[src/rtl/ad_capture_seq.sv]
// Trigger-driven multi-channel A/D acquisition sequencer with post-trigger delay,
// decimated fixed-length capture, optional auto re-arm and a FWFT output FIFO.
module ad_capture_seq #(
  parameter int DW    = 8,
  parameter int NCH   = 2,
  parameter int CNT_W = 16,
  parameter int DLY_W = 16,
  parameter int DEC_W = 4,
  parameter int DEPTH = 16
) (
  input  logic                  i_clk,
  input  logic                  i_rst,
  input  logic [NCH*DW-1:0]     i_ad_data,
  input  logic                  i_trig,
  input  logic                  i_arm,
  input  logic                  i_auto,
  input  logic                  i_stop,
  input  logic [DLY_W-1:0]      i_delay,
  input  logic [CNT_W-1:0]      i_recv_count,
  input  logic [DEC_W-1:0]      i_decim,
  output logic [NCH*DW-1:0]     o_data,
  output logic                  o_first,
  output logic                  o_last,
  output logic                  o_valid,
  input  logic                  i_ready,
  output logic                  o_busy,
  output logic                  o_overrun,
  output logic [15:0]           o_frame_cnt
);

  localparam int SW = NCH * DW;
  localparam int FW = SW + 2;
  localparam int AW = $clog2(DEPTH);

  typedef enum logic [1:0] {IDLE, ARMED, DELAY, CAPTURE} state_t;

  state_t           state_q;
  logic             trig_q;
  logic [DLY_W-1:0] dly_q;
  logic [CNT_W-1:0] rem_q;
  logic [DEC_W-1:0] k_q;
  logic [DEC_W-1:0] dec_q;
  logic             auto_q;
  logic             first_q;
  logic             busy_q;
  logic             ovr_q;
  logic [15:0]      frame_q;

  logic             trig_edge;
  logic             wr_req;
  logic             wr_last;

  logic [FW-1:0]    mem_q [DEPTH];
  logic [AW-1:0]    wp_q, wp_d;
  logic [AW-1:0]    rp_q, rp_d;
  logic [AW:0]      cnt_q, cnt_d;
  logic [SW-1:0]    hold_q;
  logic [FW-1:0]    head;
  logic             full;
  logic             do_wr;
  logic             do_rd;

  assign trig_edge = i_trig & ~trig_q;
  // A sample slot is due whenever the decimation counter has run down; an abort
  // on that same edge suppresses the write.
  assign wr_req    = (state_q == CAPTURE) && (dec_q == '0) && !i_stop;
  assign wr_last   = (rem_q == CNT_W'(1));

  always_ff @(posedge i_clk) begin
    if (i_rst) begin
      state_q <= IDLE;
      trig_q  <= 1'b0;
      dly_q   <= '0;
      rem_q   <= '0;
      k_q     <= '0;
      dec_q   <= '0;
      auto_q  <= 1'b0;
      first_q <= 1'b0;
      busy_q  <= 1'b0;
      frame_q <= '0;
    end else begin
      trig_q <= i_trig;
      busy_q <= (state_q != IDLE);
      if (i_stop) begin
        state_q <= IDLE;
      end else begin
        case (state_q)
          IDLE: begin
            if (i_arm) state_q <= ARMED;
          end
          ARMED: begin
            if (trig_edge && (i_recv_count != '0)) begin
              dly_q   <= i_delay;
              rem_q   <= i_recv_count;
              k_q     <= i_decim;
              auto_q  <= i_auto;
              dec_q   <= '0;
              first_q <= 1'b1;
              frame_q <= frame_q + 16'd1;
              state_q <= (i_delay != '0) ? DELAY : CAPTURE;
            end
          end
          DELAY: begin
            if (dly_q == DLY_W'(1)) state_q <= CAPTURE;
            else                    dly_q   <= dly_q - DLY_W'(1);
          end
          CAPTURE: begin
            if (dec_q == '0) begin
              first_q <= 1'b0;
              dec_q   <= k_q;
              rem_q   <= rem_q - CNT_W'(1);
              if (wr_last) state_q <= auto_q ? ARMED : IDLE;
            end else begin
              dec_q <= dec_q - DEC_W'(1);
            end
          end
          default: state_q <= IDLE;
        endcase
      end
    end
  end

  // Output FIFO: full is judged on the pre-edge occupancy, so a read on the
  // same edge never rescues a write.
  assign full  = (cnt_q == (AW+1)'(DEPTH));
  assign do_wr = wr_req && !full;
  assign do_rd = (cnt_q != '0) && i_ready;
  assign head  = mem_q[rp_q];

  always_comb begin
    wp_d  = wp_q;
    rp_d  = rp_q;
    cnt_d = cnt_q;
    if (do_wr) wp_d = wp_q + AW'(1);
    if (do_rd) rp_d = rp_q + AW'(1);
    case ({do_wr, do_rd})
      2'b10:   cnt_d = cnt_q + (AW+1)'(1);
      2'b01:   cnt_d = cnt_q - (AW+1)'(1);
      default: cnt_d = cnt_q;
    endcase
  end

  always_ff @(posedge i_clk) begin
    if (do_wr) mem_q[wp_q] <= {wr_last, first_q, i_ad_data};
  end

  always_ff @(posedge i_clk) begin
    if (i_rst) begin
      wp_q   <= '0;
      rp_q   <= '0;
      cnt_q  <= '0;
      hold_q <= '0;
      ovr_q  <= 1'b0;
    end else begin
      wp_q  <= wp_d;
      rp_q  <= rp_d;
      cnt_q <= cnt_d;
      if (do_rd) hold_q <= head[SW-1:0];
      if (wr_req && full)                                ovr_q <= 1'b1;
      else if ((state_q == IDLE) && i_arm && !i_stop)    ovr_q <= 1'b0;
    end
  end

  // While empty the last consumed word is presented so the bus stays quiet.
  assign o_valid     = (cnt_q != '0);
  assign o_data      = o_valid ? head[SW-1:0] : hold_q;
  assign o_first     = o_valid & head[SW];
  assign o_last      = o_valid & head[SW+1];
  assign o_busy      = busy_q;
  assign o_overrun   = ovr_q;
  assign o_frame_cnt = frame_q;

endmodule

[config.mk]
export PLATFORM = sky130hd
export DESIGN_NAME = ad_capture_seq
export DESIGN_NICKNAME = d
export VERILOG_FILES = /design/src/rtl/ad_capture_seq.sv
export SDC_FILE = /design/constraint.sdc
export NUM_CORES = 1
export LEC_CHECK = 0
export CORE_MARGIN = 8
export CORE_UTILIZATION = 40
export DETAILED_ROUTE_END_ITERATION = 10
export PLACE_DENSITY = 0.65
export SLEW_MARGIN = 20
export SYNTH_ARGS = -nofsm -noshare
export SYNTH_HDL_FRONTEND = slang
export SYNTH_SLANG_ARGS = --single-unit
export TNS_END_PERCENT = 10
[constraint.sdc]
create_clock -name i_clk -period 6.3 [get_ports i_clk]
set_input_delay 1.89 -clock i_clk [delete_from_list [all_inputs] [get_ports i_clk]]
set_output_delay 1.89 -clock i_clk [all_outputs]
set_load 0.1 [all_outputs]
# Yosys cells after proc, flatten, opt, wreduce, memory -nomap -nowiden
# Memories as Yosys holds them, arrays and structs flattened. A register that Yosys moved wholly into a read port is not among the register bits.
# Cells that the tools add are included.
word_totals:
  reg_bits: 92
  mem_bits_rw: 288
  inputBits: 59
  output_inout_bits: 37
  word_cells: 97
  memories: 1
op_classes:
  add_sub_neg: 8
  eq_ne: 14
  mux: 28
  bitwise: 5
  reduce_logical: 26
memory_table:
  columns: ["memory", "words", "width", "rd", "rd_ports_with_merged_regs", "wr", "line_no", "text"]
  rows:
  - ["mem_q", 16, 18, 1, 1, 1, "53", "logic [FW-1:0] mem_q [DEPTH];"]
ops:
  columns: ["operator", "count"]
  rows:
  - ["$mux W16", 5]
  - ["$pmux W16 S2", 2]
  - ["$eq A16 B1 Y1 const B", 2]
  - ["$reduce_bool A16 Y1", 2]
  - ["$sub A16 B1 Y16 const B", 2]
  - ["$add A16 B1 Y16 const B", 1]
  - ["$mux W4", 4]
  - ["$mux W2", 5]
  - ["$ne A2 B2 Y1 const B", 5]
  - ["$pmux W5 S2", 1]
  - ["$reduce_bool A2 Y1", 5]
  - ["$add A4 B1 Y4 const B", 2]
  - ["$logic_and A1 B1 Y1", 8]
  - ["$mux W1", 8]
  - ["$pmux W2 S4", 1]
  - ["$pmux W4 S2", 1]
  - ["$reduce_and A4 Y1", 2]
  - ["$eq A2 B2 Y1 const B", 3]
  - ["$reduce_and A3 Y1", 2]
  - ["$add A5 B1 Y5 const B", 1]
  - ["$eq A5 B5 Y1 const B", 1]
  - ["$reduce_and A5 Y1", 1]
  - ["$reduce_bool A5 Y1", 1]
  - ["$sub A5 B1 Y5 const B", 1]
  - ["other kinds (10)", 15]

# Longest topological paths before layout
depth:
  ltp_word: 6
  ltp_mapped: 15
  ltp_nobuf: 13

# Least setup slack after synthesis
# OpenSTA, ideal clock, no wires.
synth_timing:
  path_kind: "reg-to-output"
  start: "reg cnt_q[1]"
  end: "out o_first"
  arrival_time_ps: 3015
  required_time_ps: 4410
  setup_slack_ps: 1395
  stages_incl_launch_ff: 7
  path_buffers: 3
  path_cell_list: "dfxtp_1 -> clkbuf_1 -> nor4_1 -> nand2_1 -> clkbuf_1 -> clkbuf_1 -> and2_1"
synth_between:
  elab_chain_cells: 2
synth_rtl:
  columns: ["item", "line_no", "text"]
  rows:
  - ["from (decl)", "56", "logic [AW:0] cnt_q, cnt_d;"]
  - ["from (signal assigned)", "157", "cnt_q <= cnt_d;"]
  - ["$reduce_bool A5 Y1", "165", "assign o_valid = (cnt_q != '0);"]
  - ["named net o_valid", "24", "output logic o_valid,"]
  - ["$and A1 B1 Y1", "167", "assign o_first = o_valid & head[SW];"]
  - ["to (decl)", "22", "output logic o_first,"]
# The timed path passes the listed nets, and every way through them passes these cells.

==> impl_metrics.yaml <==
finish:
  fin_area_um2: 19100
  num-fill-cells: 3353
  drive_gt1_frac: 0.195
  final_nets: 1251
  layout_common_cells: "edfxtp_1 (288), dfxtp_1 (94), clkdlybuf4s50_1 (92), mux4_2 (90), nand2_1 (78)"
  layout_commonest_cell: "edfxtp_1"
  areaGrowthSynthToFinish_pct: 17.8
  antennaDiodeCount: 0
sta:
  relSlewSlack: 0.292
  fin_crit_sh: 0.906
  fin_worst_skew_ns: 0.0203
  hold_violations: 0
  finalSetupViolCount: 0
  setup_tns_ns: 0
  fmax_mhz: 175
  period_minus_slack_ns: 5.71
  rsz0062_at_grt: "no"
  tightest_slew_ns: 1.06
  slew_violations: 0
pwr:
  power_uw: 5210
  peakVddDrop_mv: 0.161
  powerDensity_nw_per_um2: 273
  cellLeakagePower_uw: 0.00603
logic_synthesis:
  ys_async_sr_fraction: 0
  synth_edf_count: 288
  seq_area_frac_synth: 0.652
  syn_area_um2: 16200
  synthTopCellsByArea: "edfxtp_1 (53%), mux4_2 (13%), dfxtp_1 (12%)"
  postSynthCellCount: 1071
  yosysWarningCount: 0
  synth_fp_nets: 1149
  ys.flop_type: "edfxtp_1"
  ys_seq_elements: 384
  yosys.cell_types.count: 78
  synth_top_area_share: 0.533
  avgSynthCellArea_um2: 15.1
  yosys.area.top_type: "edfxtp_1"
grt:
  grt_pass1_wl_um: 58400
  grt_use_total: 0.157
  grt_max_degree: 93
  grt_pass1_vias: 9609
  antenna_found_initial: 1
  grt.overflow.total: 0
clock_tree:
  cts_sinks: 384
  h-tree-depth: 2
  cts_buffers: 40
  hold_buffers: 0
  clk_pin_slew_ns: 0.06
  clk_latency_ns: 0.54
  postCtsSetupBuffers: 0
  cts_resized: 0
  cts_buffer_depth: 3
  cts.root.buffer_cell: "clkbuf_16"
  cts_tree: "built"
floorplan:
  core_um2: 39900
  die-area_um2: 47200
  num_rows: 73
  die_w_um: 217
  start_util: 0.406
  io_pins: 96
  die_h_um: 217
place:
  dpl_cell_area_um2: 17800
  place.detailed.hpwl_um: 22600
  portBuffers: 95
  gp_congestion: 0.830
setup_path:
  critical_path_class: "register to output port"
  critPathCaptureType: "output port"
  cp_max_fo: 32
  worstPathRequired_ns: 4.41
  worstPathArrival_ns: 3.82
  r2r_slack_ns: 2.49
  startpoint_type: "register"
drt:
  antenna_left: 0
  wl_per_cell_um: 21.8
  drt_wl_total_um: 37700
  via_count: 9870
  via_per_inst: 5.71
  drtIter0Drc: 1114
  drc: 0
  drt-pass1-iter-count: 5
flow_run:
  drv_cap: 0
status:
  status: "completed"
worst_hold_path:
  hold_path_class: "register to register"
## power by group
group	switching [µW]	total, µW	internal [µW]
clock network	958	2280	1330
logic	118	191	73.3
registers	8.85	2730	2720
total	1090	5210	4120
## logic make-up after synthesis
| kind of cell | Yosys count | share of synthesized area |
|---|---|---|
| xor+xnor | 18 | 0.00972 |
| fa+ha+maj | 19 | 0.0147 |
| simple gates | 264 | 0.0820 |
| buf+inv | 97 | 0.0271 |
| mux | 110 | 0.139 |
| compound gates | 179 | 0.0759 |
| flops | 384 | 0.652 |
## critical path, cell delays in order (launching register included)
cell	delay, ns
dfxtp_4	0.59
buf_12	0.31
mux4_2	0.55
mux4_2	0.49
mux2_2	0.32
clkdlybuf4s50_1	0.99
## worst paths after layout
| path | startpoint | to | cells past startpoint |
|---|---|---|---|
| hold reg to reg | hold_q[0] | hold_q[0] | 2 |
| setup / recovery | register | o_data[8] | 5 |
| setup reg to reg | cnt_q[1] | cnt_q[4] | 13 |
| hold / removal | hold_q[0] | hold_q[0] | 2 |
## metrics by stage
stage	hold slack (ns)	setup slack (ns)	util	std cells
5_1_grt	0.469	0.429	0.478	1728
3_5_place_dp	0.446	1.10	0.447	1656
2_1_floorplan	0.434	1.40	-	1071
6_report	0.453	0.593	0.478	1728
4_1_cts	0.455	0.522	0.478	1728
3_3_place_gp	0.440	1.12	0.446	1656
## registers in the layout, summed over array words and instances (netlist names), named ones only
signal and flops:
first_q 1, o_overrun 1, k_q 4, auto_q 1, mem_q 288, hold_q 16
state_q 2, wp_q 4, trig_q 1, dec_q 4, rem_q 16, o_frame_cnt 16
cnt_q 5, o_busy 1, dly_q 16, rp_q 4
## area by class of cell
cell class / count / area [µm²] / share of cell area
inverter: 28 / 105 / 0.00550
timing repair buffer: 129 / 1220 / 0.0641
multi-input combinational: 590 / 5260 / 0.276
sequential: 384 / 10600 / 0.554
clock inverter: 21 / 208 / 0.0109
clock buffer: 51 / 1060 / 0.0556
tap: 525 / 657 / 0.0344
## Yosys cell counts (3+ instances only)
cell type / number
edfxtp_1: 288
dfxtp_1: 96
mux4_2: 90
nand2_1: 78
nor2_1: 62
a21oi_1: 61
clkbuf_1: 44
inv_1: 25
nand3_1: 21
ha_1: 19
nor3_1: 19
o31ai_1: 19
o21ai_0: 18
mux2_2: 16
nor4_1: 16
a211oi_1: 13
nand4_1: 13
xor2_1: 12
or3_1: 10
buf_2: 9
o32ai_1: 9
buf_6: 8
or4_1: 8
buf_1: 7
o311ai_0: 7
o311ai_1: 7
and3_1: 6
nand2b_1: 6
xnor2_1: 6
mux2i_1: 4
nor2b_1: 4
o21a_1: 4
a2bb2oi_1: 3
a31oi_1: 3
and2_1: 3
## per-layer routing
metal / GRT usage / vias up / share of wire
li1: - / 4454 / -
met1: 0.213 / 5034 / 0.44
met2: 0.258 / 333 / 0.48
met3: 0.0337 / 47 / 0.065
met4: 0.0349 / 2 / 0.016
met5: 0 / - / 0.00024
Power figures use the tool's default switching activity.
